[src/rtl/code_fetch_pkg.sv]
// Shared types and constants for the bytecode fetch stage.
// Provides the fetch FSM state enum, opcode constants and the PUSHn width decoder.
// Imported by the interface, the accumulator and the fetch top.
package code_fetch_pkg;

  localparam int unsigned DATA_W = 256;  // PUSH immediate word
  localparam int unsigned LEN_W  = 6;    // holds 0..33

  localparam logic [7:0] OP_STOP   = 8'h00;
  localparam logic [7:0] OP_PUSH0  = 8'h5F;
  localparam logic [7:0] OP_PUSH32 = 8'h7F;

  typedef enum logic [2:0] {
    ST_IDLE = 3'd0,
    ST_OP   = 3'd1,
    ST_DEC  = 3'd2,
    ST_DATA = 3'd3,
    ST_HOLD = 3'd4
  } fetch_state_e;

  // Number of immediate bytes following a PUSH opcode (0 for PUSH0 and non-PUSH).
  function automatic logic [LEN_W-1:0] push_bytes(input logic [7:0] opcode);
    logic [7:0]       diff;
    logic [LEN_W-1:0] n;
    diff = opcode - OP_PUSH0;
    n    = '0;
    if (opcode >= OP_PUSH0 && opcode <= OP_PUSH32) begin
      n = diff[LEN_W-1:0];
    end
    return n;
  endfunction

endpackage

[src/rtl/code_fetch_if.sv]
// Handshake bundle for code_fetch: pc request, code memory read port, instruction output.
// Ports: req_valid/req_pc/req_ready, flush, mem_rd/mem_addr/mem_rdata,
//        out_valid/out_ready/out_opcode/out_data/out_pc/out_len.
// slave = fetch unit side, master = requester / memory / consumer side.
interface code_fetch_if #(
  parameter int unsigned ADDR_W = 16
);
  import code_fetch_pkg::*;

  logic                 req_valid;
  logic [ADDR_W-1:0]    req_pc;
  logic                 req_ready;
  logic                 flush;

  logic                 mem_rd;
  logic [ADDR_W-1:0]    mem_addr;
  logic [7:0]           mem_rdata;

  logic                 out_valid;
  logic                 out_ready;
  logic [7:0]           out_opcode;
  logic [DATA_W-1:0]    out_data;
  logic [ADDR_W-1:0]    out_pc;
  logic [LEN_W-1:0]     out_len;

  modport slave (
    input  req_valid, req_pc, flush, mem_rdata, out_ready,
    output req_ready, mem_rd, mem_addr, out_valid, out_opcode, out_data, out_pc, out_len
  );

  modport master (
    output req_valid, req_pc, flush, mem_rdata, out_ready,
    input  req_ready, mem_rd, mem_addr, out_valid, out_opcode, out_data, out_pc, out_len
  );

endinterface

[src/rtl/code_fetch_shifter.sv]
// Purpose: 256-bit big-endian byte accumulator for PUSH immediates.
// Latency: data_o reflects clear_i/shift_i one cycle after they are asserted.
// Backpressure: none; holds its value whenever neither clear_i nor shift_i is set.
// Ports: clk, rst (async, active-high), clear_i, shift_i, byte_i[7:0], data_o[255:0].
module code_fetch_shifter
  import code_fetch_pkg::*;
(
  input  logic              clk,
  input  logic              rst,
  input  logic              clear_i,
  input  logic              shift_i,
  input  logic [7:0]        byte_i,
  output logic [DATA_W-1:0] data_o
);

  logic [DATA_W-1:0] data_q;

  // First captured byte ends up most significant, so PUSHk lands in bits [8k-1:0].
  always_ff @(posedge clk or posedge rst) begin
    if (rst) begin
      data_q <= '0;
    end else if (clear_i) begin
      data_q <= '0;
    end else if (shift_i) begin
      data_q <= {data_q[DATA_W-9:0], byte_i};
    end
  end

  assign data_o = data_q;

endmodule

[src/rtl/code_fetch.sv]
// Purpose: fetch one EVM instruction (opcode + PUSH immediate) from byte-wide sync code memory.
// Latency: accept -> out_valid is 2 cycles, plus 1 per PUSH immediate byte (PUSH32: 34).
// Backpressure: outputs held in HOLD until out_ready; new requests only accepted in IDLE.
// Ports: clk, rst (async, active-high), bus (code_fetch_if.slave: request, memory, output).
module code_fetch
  import code_fetch_pkg::*;
#(
  parameter int unsigned CODE_SIZE = 24576,
  parameter int unsigned ADDR_W    = 16
) (
  input  logic         clk,
  input  logic         rst,
  code_fetch_if.slave  bus
);

  // One extra bit so pc+k past the top of the address space counts as out of range.
  localparam logic [ADDR_W:0] CODE_LIMIT = (ADDR_W+1)'(CODE_SIZE);

  fetch_state_e       state_q, state_d;
  logic [ADDR_W-1:0]  pc_q, pc_d;
  logic [7:0]         opcode_q, opcode_d;
  logic [LEN_W-1:0]   len_q, len_d;
  logic [LEN_W-1:0]   n_q, n_d;
  logic [LEN_W-1:0]   cnt_q, cnt_d;     // index of the immediate byte captured this DATA cycle
  logic               inr_q, inr_d;     // the read issued last cycle was in range

  logic               issue;
  logic [LEN_W-1:0]   issue_off;
  logic [ADDR_W:0]    issue_addr;
  logic               issue_inr;
  logic [7:0]         byte_in;
  logic [LEN_W-1:0]   dec_n;
  logic               acc_clear;
  logic               acc_shift;
  logic [DATA_W-1:0]  acc_data;

  // Out-of-range slots read as STOP/zero regardless of what the memory bus carries.
  assign byte_in = inr_q ? bus.mem_rdata : OP_STOP;
  assign dec_n   = push_bytes(byte_in);

  always_comb begin
    state_d   = state_q;
    pc_d      = pc_q;
    opcode_d  = opcode_q;
    len_d     = len_q;
    n_d       = n_q;
    cnt_d     = cnt_q;
    issue     = 1'b0;
    issue_off = '0;
    acc_clear = 1'b0;
    acc_shift = 1'b0;

    // flush wins over everything, including a request in the same cycle.
    if (bus.flush) begin
      state_d = ST_IDLE;
    end else begin
      unique case (state_q)
        ST_IDLE: begin
          if (bus.req_valid) begin
            pc_d      = bus.req_pc;
            acc_clear = 1'b1;
            state_d   = ST_OP;
          end
        end
        ST_OP: begin
          issue   = 1'b1;
          state_d = ST_DEC;
        end
        ST_DEC: begin
          opcode_d = byte_in;
          n_d      = dec_n;
          len_d    = dec_n + LEN_W'(1);
          cnt_d    = LEN_W'(1);
          if (dec_n == '0) begin
            state_d = ST_HOLD;
          end else begin
            issue     = 1'b1;
            issue_off = LEN_W'(1);
            state_d   = ST_DATA;
          end
        end
        ST_DATA: begin
          acc_shift = 1'b1;
          if (cnt_q == n_q) begin
            state_d = ST_HOLD;
          end else begin
            issue     = 1'b1;
            issue_off = cnt_q + LEN_W'(1);
            cnt_d     = cnt_q + LEN_W'(1);
          end
        end
        ST_HOLD: begin
          if (bus.out_ready) begin
            state_d = ST_IDLE;
          end
        end
        default: state_d = ST_IDLE;
      endcase
    end
  end

  assign issue_addr = {1'b0, pc_q} + {{(ADDR_W+1-LEN_W){1'b0}}, issue_off};
  assign issue_inr  = issue_addr < CODE_LIMIT;
  assign inr_d      = issue & issue_inr;

  always_ff @(posedge clk or posedge rst) begin
    if (rst) begin
      state_q  <= ST_IDLE;
      pc_q     <= '0;
      opcode_q <= '0;
      len_q    <= '0;
      n_q      <= '0;
      cnt_q    <= '0;
      inr_q    <= 1'b0;
    end else begin
      state_q  <= state_d;
      pc_q     <= pc_d;
      opcode_q <= opcode_d;
      len_q    <= len_d;
      n_q      <= n_d;
      cnt_q    <= cnt_d;
      inr_q    <= inr_d;
    end
  end

  code_fetch_shifter u_shifter (
    .clk     (clk),
    .rst     (rst),
    .clear_i (acc_clear),
    .shift_i (acc_shift),
    .byte_i  (byte_in),
    .data_o  (acc_data)
  );

  assign bus.req_ready  = (state_q == ST_IDLE);
  assign bus.out_valid  = (state_q == ST_HOLD);
  assign bus.mem_rd     = issue & issue_inr;
  assign bus.mem_addr   = issue ? issue_addr[ADDR_W-1:0] : '0;
  assign bus.out_opcode = opcode_q;
  assign bus.out_data   = acc_data;
  assign bus.out_pc     = pc_q;
  assign bus.out_len    = len_q;

endmodule

[src/flat_wrapper.sv]
// flat-port wrapper written by rule: the top's interface ports become plain ports
module code_fetch_flat import code_fetch_pkg::*;
#(
  parameter int unsigned CODE_SIZE = 24576,
  parameter int unsigned ADDR_W    = 16
)
  (clk, rst, bus_req_valid, bus_req_pc, bus_flush, bus_mem_rdata, bus_out_ready, bus_req_ready, bus_mem_rd, bus_mem_addr, bus_out_valid, bus_out_opcode, bus_out_data, bus_out_pc, bus_out_len);
  code_fetch_if #(.ADDR_W(ADDR_W)) bus_i ();
  input  logic clk;
  input  logic rst;
  input wire logic [$bits(bus_i.req_valid)-1:0] bus_req_valid;
  input wire logic [$bits(bus_i.req_pc)-1:0] bus_req_pc;
  input wire logic [$bits(bus_i.flush)-1:0] bus_flush;
  input wire logic [$bits(bus_i.mem_rdata)-1:0] bus_mem_rdata;
  input wire logic [$bits(bus_i.out_ready)-1:0] bus_out_ready;
  output wire logic [$bits(bus_i.req_ready)-1:0] bus_req_ready;
  output wire logic [$bits(bus_i.mem_rd)-1:0] bus_mem_rd;
  output wire logic [$bits(bus_i.mem_addr)-1:0] bus_mem_addr;
  output wire logic [$bits(bus_i.out_valid)-1:0] bus_out_valid;
  output wire logic [$bits(bus_i.out_opcode)-1:0] bus_out_opcode;
  output wire logic [$bits(bus_i.out_data)-1:0] bus_out_data;
  output wire logic [$bits(bus_i.out_pc)-1:0] bus_out_pc;
  output wire logic [$bits(bus_i.out_len)-1:0] bus_out_len;
  assign bus_i.req_valid = bus_req_valid;
  assign bus_i.req_pc = bus_req_pc;
  assign bus_i.flush = bus_flush;
  assign bus_i.mem_rdata = bus_mem_rdata;
  assign bus_i.out_ready = bus_out_ready;
  assign bus_req_ready = bus_i.req_ready;
  assign bus_mem_rd = bus_i.mem_rd;
  assign bus_mem_addr = bus_i.mem_addr;
  assign bus_out_valid = bus_i.out_valid;
  assign bus_out_opcode = bus_i.out_opcode;
  assign bus_out_data = bus_i.out_data;
  assign bus_out_pc = bus_i.out_pc;
  assign bus_out_len = bus_i.out_len;
  code_fetch #(.CODE_SIZE(CODE_SIZE), .ADDR_W(ADDR_W)) u_core (.clk(clk), .rst(rst), .bus(bus_i));
endmodule
[config.mk]
export PLATFORM = sky130hd
export DESIGN_NAME = code_fetch_flat
export DESIGN_NICKNAME = d
export VERILOG_FILES = /design/src/rtl/code_fetch_pkg.sv /design/src/rtl/code_fetch_if.sv /design/src/rtl/code_fetch_shifter.sv /design/src/rtl/code_fetch.sv /design/src/flat_wrapper.sv
export SDC_FILE = /design/constraint.sdc
export NUM_CORES = 1
export LEC_CHECK = 0
export CAP_MARGIN = 40
export CORE_MARGIN = 2
export CORE_UTILIZATION = 48
export CTS_CLUSTER_DIAMETER = 30
export DETAILED_ROUTE_END_ITERATION = 10
export GPL_TIMING_DRIVEN = 0
export PLACE_DENSITY = 0.76
export SETUP_SLACK_MARGIN = 0.1
export SYNTH_ARGS = -nofsm -noshare
export SYNTH_HDL_FRONTEND = slang
export SYNTH_SLANG_ARGS = --single-unit
[constraint.sdc]
create_clock -name clk -period 12.4 [get_ports clk]
set_input_delay 2.48 -clock clk [delete_from_list [all_inputs] [get_ports clk]]
set_output_delay 2.48 -clock clk [all_outputs]
set_load 0.03 [all_outputs]
==> metrics.csv, run 1 <==
metric,value,unit
path_class,in2out,
coreArea,24960,um2
dp_slack,2.100,ns
ios,334,
avgRoutedWirePerCell,20.10,um
synth_top_area_cell,dfrtp_1,
synth_cell_types,52,
ys_seq_elements,302,
yosys_warnings,0,
cts-root-buf,clkbuf_16,
p_total,2.755,mW
hold_viol_final,0,
ant_nets,0,
layout-drive-gt1-share,10.18,%
finalSetupViolCount,0,
gp_congestion,0.8401,
post-route-drc-count,0,
synth_most_common_cell,dfrtp_1,
path_max_fanout,8,
netlist.area_leader.share,62.56,%
drv_slew,0,
dr_total_vias,10048,
grt_pass1_vias,9815,
max_freq,95.68,MHz
p_per_area,154.4,nW/um2
cts-resized-gates,0,
area_growth,47.66,%
wirelength,36240,um
max_slew.worst_pin.slew,0.9204,ns
timing.final.ws_setup,1.948,ns
die_x,162.6,um
seq_area,7557,um2
fin_crit,10.45,ns
required,9.92,ns
ys.flop_type,dfrtp_1,
ctsHoldBuffers,0,
synth_edf_count,0,
multi_input_area,4136,um2
async_reset_ff_share,100.0,%
grt_usage,27.44,%
htreeDepth,2,
hp-class,reg2reg,
drt_pre_antenna_iters,5,
dp_hpwl,25210,um
grt_antenna_before_repair,0,
dieArea,26450,um2
drtIter0Drc,907,
final_nets,1467,
grt-ovfl-total,0,
cts-buffers-inserted,55,
synth_area,12080,um2
fill_cells,1777,
synthCells,1036,
io_buffers,331,
synth_nets,1076,
clkLatencyLatePin,0.55,ns
skew,0.01369,ns
avgSynthCellArea,11.66,um2
start_util,48.39,%
clockBufferDepth,3,
cap_violations,0,
clkTransAtPathRegs,0.05,ns
diodes,0,
p_leak,7.849,nW
rsz0062_at_grt,no,
worst_hold_slack,0.4956,ns
vdd_drop_max,0.1113,mV
ys_seq_area_share,62.56,%
synth_area_leaders,"dfrtp_1 (63%), a22o_1 (13%), nand2_1 (5.8%)",
clkSinkCount,302,
arrival,7.97,ns
grt_pass1_wl,56670,um
cts_setup_buffers,0,
rows,58,
cts_tree,done,
period_share,84.29,%
cp-start-kind,input port,
netlist_top_cells_count,"dfrtp_1 (302), nand2_1 (186), a22o_1 (177)",
die-height,162.6,um
maxSlewHeadroom,37.67,%
cp-end-kind,output port,
vias_per_cell,5.573,
status,finished clean,
grt_max_degree,95,
cell families (layout without fill, tap and decap cells):
group | Yosys count | in the layout | synth area share [%]
buf+inv | 91 | 528 | 3.200
simple gates | 267 | 267 | 9.643
xor+xnor | 26 | 26 | 1.885
fa+ha+maj | 11 | 11 | 1.201
compound gates | 320 | 320 | 19.76
flops | 302 | 302 | 62.56
mux | 19 | 19 | 1.750
layout by cell type (no fill, tap or decap), drive strengths merged, types with 10 or more instances in the layout:
cell type | Yosys | final
a22o | 177 | 177
clkinv | 0 | 11
xor2 | 10 | 10
a21oi | 83 | 83
nand2 | 186 | 186
clkinvlp | 0 | 14
nor2 | 25 | 25
mux2 | 17 | 17
nand3 | 14 | 14
ha | 10 | 10
dfrtp | 302 | 302
xnor2 | 16 | 16
buf | 39 | 42
o21ai | 29 | 29
inv | 13 | 26
clkbuf | 39 | 98
clkdlybuf4s50 | 0 | 331
per-layer routing:
| layer | vias to the layer above | wire length [um] | track usage [%] |
|---|---|---|---|
| met4 | 0 | 1258 | 9.895 |
| met5 | - | 0 | 0 |
| met1 | 5043 | 15170 | 37.67 |
| met2 | 400 | 17380 | 43.69 |
| met3 | 84 | 2430 | 5.628 |
| li1 | 4521 | - | - |
power breakdown:
part / leakage (nW) / switching [mW] / internal (mW)
combinational: 2.76 / 0.119 / 0.0710
sequential: 4.18 / 0.0212 / 1.00
clock: 0.909 / 0.557 / 0.984
total: 7.85 / 0.697 / 2.06
final cells by class:
| class | instances | share of cell area, % |
|---|---|---|
| multi-input combinational | 643 | 23.19 |
| clock inverter | 44 | 2.855 |
| sequential | 302 | 42.37 |
| clock buffer | 59 | 8.031 |
| tap | 330 | 2.315 |
| buffer | 78 | 1.894 |
| inverter | 13 | 0.3156 |
| timing repair buffer | 334 | 19.04 |
stage by stage:
step                TNS [ns]  instance area [um2]  util (%)  cells
finish                     0                17840     71.46   1803
global route               0                17840     71.46   1803
CTS                        0                17840     71.46   1803
detailed placement         0                15900     63.68   1700
global placement     -561.54                15810     63.32   1697
floorplan                  0                12080         -   1036
worst max-delay path, stage by stage:
cell and delay (ns):
clkdlybuf4s50_1 0.47, and2_1 0.27, ha_1 0.23, buf_4 0.16
a41oi_1 0.26, or3_1 0.17, buf_6 0.14, nor2_1 0.07
inv_1 0.10, ha_1 0.20, o41ai_4 0.11, o21ai_0 0.22
o21ai_0 0.14, ha_1 0.25, fa_1 0.44, a211oi_1 0.37
o21ai_0 0.33, nor4b_1 0.24, o21ai_0 0.15, nor4b_2 0.36
clkdlybuf4s50_1 0.81
final timing paths:
path,startpoint,to,slack [ns],depth (start not counted)
hold / removal,u_core.bus.out_opcode[7]$_DFFE_PP0P_,u_core.bus.out_opcode[7]$_DFFE_PP0P_,0.50,2
setup / recovery,bus_mem_rdata[1],bus_mem_rd,1.95,21
hold reg to reg,u_core.bus.out_opcode[7]$_DFFE_PP0P_,u_core.bus.out_opcode[7]$_DFFE_PP0P_,0.50,2
min in group asynchronous,rst,u_core.u_shifter.data_o[67]$_DFFE_PP0P_,2.35,2
setup reg to reg,u_core.inr_q$_DFF_PP0_,u_core.inr_q$_DFF_PP0_,7.29,20
max in group asynchronous,rst,u_core.u_shifter.data_o[203]$_DFFE_PP0P_,8.86,4
sequential cells by signal (all words and copies together), names as in the netlist:
name and cells:
u_core.u_shifter.data_o 256, u_core.bus.out_pc 16, u_core.bus.out_opcode 8, u_core.bus.out_len 6
u_core.cnt_q 6, u_core.n_q 6, u_core.state_q 3, u_core.inr_q 1
Power figures use the tool's default switching activity.
==> run 2, diff against run 1 <==
--- a/config.mk
+++ b/config.mk
@@ -7,11 +7,11 @@
 export LEC_CHECK = 0
 export CAP_MARGIN = 40
 export CORE_MARGIN = 2
-export CORE_UTILIZATION = 48
+export CORE_UTILIZATION = 44
 export CTS_CLUSTER_DIAMETER = 30
 export DETAILED_ROUTE_END_ITERATION = 10
 export GPL_TIMING_DRIVEN = 0
-export PLACE_DENSITY = 0.76
+export PLACE_DENSITY = 0.73
 export SETUP_SLACK_MARGIN = 0.1
 export SYNTH_ARGS = -nofsm -noshare
 export SYNTH_HDL_FRONTEND = slang
==> constraint.sdc (replaced) <==
create_clock -name clk -period 8.8 [get_ports clk]
set_input_delay 1.76 -clock clk [delete_from_list [all_inputs] [get_ports clk]]
set_output_delay 1.76 -clock clk [all_outputs]
set_load 0.03 [all_outputs]
==> run 2 against run 1 <==
Effect of this change: register-to-register slack lost 3.2 ns; via count grew 0.22%; die area grew 8.9%; sequential cell count is the same; power grew 47%; worst hold slack lost 0.021 ns; clock power grew 52%; sequential share of layout area shrank 0.68 points; critical path type unchanged; critical endpoint unchanged; highest routed layer unchanged.
==> metrics.csv, run 2 (same netlist as run 1, synthesis figures left out) <==
metric,value,unit,change
path_class,in2out,,
dr_total_vias,10070,,+0.22%
max_stage_delay,0.47,ns,-0.34 ns
post-route-drc-count,0,,unchanged
htreeDepth,2,,unchanged
avgRoutedWirePerCell,20.13,um,+0.13%
fill_cells,1984,,+12%
final_common_cell,clkdlybuf4s50_1,,
drtIter0Drc,698,,-23%
clkLatencyLatePin,0.56,ns,about the same
cts-root-buf,clkbuf_16,,
hold_viol_final,0,,unchanged
cp_slowest_cell,dlygate4sd2_1,,
fin_crit,8.319,ns,
clkSinkCount,302,,unchanged
dp_slack,-0.05464,ns,-2.155 ns
p_leak,8.039,nW,+2.4%
grt-ovfl-total,0,,unchanged
area_growth,50.07,%,
grt_pass1_wl,57350,um,+1.2%
final_nets,1479,,+0.82%
vdd_drop_max,0.1775,mV,+60%
grt_max_degree,40,,-58%
cap_violations,0,,unchanged
dieArea,28800,um2,+8.9%
p_per_area,223.8,nW/um2,+45%
skew,0.01895,ns,+0.005259 ns
dp_hpwl,26070,um,+3.4%
dpl.cell_count,1717,,+1.0%
ctsHoldBuffers,0,,unchanged
coreArea,26950,um2,+8.0%
die-height,169.7,um,+4.3%
cp-end-kind,output port,,
clockBufferDepth,3,,unchanged
grt_antenna_before_repair,0,,unchanged
diodes,0,,unchanged
layout_common_cells,"clkdlybuf4s50_1 (329), dfrtp_1 (302), nand2_1 (186)",,
wirelength,36730,um,+1.4%
timing.final.ws_setup,0.4808,ns,-1.467 ns
grt_usage,25.40,%,-2.0 points
layout-drive-gt1-share,10.24,%,+0.059 points
finalSetupViolCount,0,,unchanged
cp-start-kind,input port,,
hp-class,reg2reg,,
gp_congestion,0.8538,,+1.6%
max_slew.worst_pin.slew,0.8681,ns,-0.05235 ns
max_freq,120.2,MHz,
rsz0062_at_grt,no,,
largest_reg_flops,256,,unchanged
required,7.04,ns,-2.88 ns
cts-buffers-inserted,60,,+9.1%
path_buf_inv,5,,unchanged
path_max_fanout,8,,unchanged
vias_per_cell,5.518,,-0.99%
die_x,169.7,um,+4.3%
maxSlewHeadroom,42.13,%,+4.5 points
start_util,44.82,%,-3.6 points
grt_pass1_vias,10062,,+2.5%
status,finished clean,,
arrival,6.56,ns,-1.41 ns
cts_tree,done,,
crit_family,compound AO/OA/AOI/OAI gates,,
ios,334,,unchanged
io_buffers,331,,unchanged
final_cells,1825,,+1.2%
ant_nets,0,,unchanged
drt_pre_antenna_iters,5,,unchanged
crit_chain,clkdlybuf4s50_1 > and2_1 > ha_1 > buf_4 > a41oi_1 > or3_1 > buf_6 > nor2_1 > inv_1 > ha_1 > o41ai_4 > o21ai_0 > o21ai_0 > ha_1 > fa_1 > a211oi_2 > o21ai_1 > nor4b_1 > o21ai_0 > nor4b_2 > dlygate4sd2_1,,
drv_slew,0,,unchanged
period_share,94.54,%,
rows,60,,+3.4%
clkTransAtPathRegs,0.05,ns,about the same
[run 2: stage by stage]
step	power (mW)	setup TNS [ns]	hold WS, ns	utilization, %	instance area [um2]
after floorplan	1.627	0	0.4696	-	12080
after global placement	1.726	0	0.4615	58.71	15820
after detailed placement	1.739	-0.05464	0.4691	59.35	16000
after CTS	4.091	0	0.4794	67.22	18120
after global routing	4.191	0	0.5051	67.27	18130
final	4.057	0	0.4750	67.27	18130
[run 2: cell type report]
cell class / instances / area (um2) / share of cell area (%)
plain buffers: 78 / 337.8 / 1.863
well taps: 341 / 426.7 / 2.354
repair buffers: 341 / 3491 / 19.26
flip-flops and latches: 302 / 7557 / 41.69
clock inverters: 23 / 389.1 / 2.146
clock buffers: 84 / 1733 / 9.559
inverters: 13 / 52.55 / 0.2899
multi-input cells: 643 / 4141 / 22.84
[run 2: tightest hold or removal path, delay by kind of cell, from the launching register on]
kind / cells / cell delay (ns)
flip-flops: 1 / 0.34
AO/OA/AOI/OAI: 1 / 0.06
AND/OR/NAND/NOR: 1 / 0.04
[run 2: timing repair]
action | 4_1_cts | 5_1_grt
gates cloned | 0 | 0
resized for setup | 1 | 3
setup endpoints to repair | 1 | 6
pin swaps | 0 | 0
setup buffers | 0 | 0
[run 2: worst paths after layout]
path | start | endpoint | slack, ns | depth (start not counted)
hold / removal | u_core.bus.out_opcode[6]$_DFFE_PP0P_ | u_core.bus.out_opcode[6]$_DFFE_PP0P_ | 0.47 | 2
setup / recovery | bus_mem_rdata[1] | bus_mem_rd | 0.48 | 21
setup reg to reg | u_core.inr_q$_DFF_PP0_ | u_core.inr_q$_DFF_PP0_ | 4.08 | 19
min in group asynchronous | rst | u_core.u_shifter.data_o[213]$_DFFE_PP0P_ | 1.62 | 2
hold reg to reg | u_core.bus.out_opcode[6]$_DFFE_PP0P_ | u_core.bus.out_opcode[6]$_DFFE_PP0P_ | 0.47 | 2
max in group asynchronous | rst | u_core.u_shifter.data_o[65]$_DFFE_PP0P_ | 5.84 | 6
[run 2: layer usage]
metal	vias up	share of wire [%]	GRT usage [%]
met5	-	0	0
met2	424	47	40.66
met3	86	7.2	6.343
met4	0	3.6	9.290
met1	4996	42	33.75
li1	4564	-	-
[run 2: where the power goes]
group	switching, mW	internal, mW	total, mW
logic	0.171	0.104	0.275
clock network	0.720	1.62	2.34
registers	0.0265	1.42	1.44
total	0.917	3.14	4.06
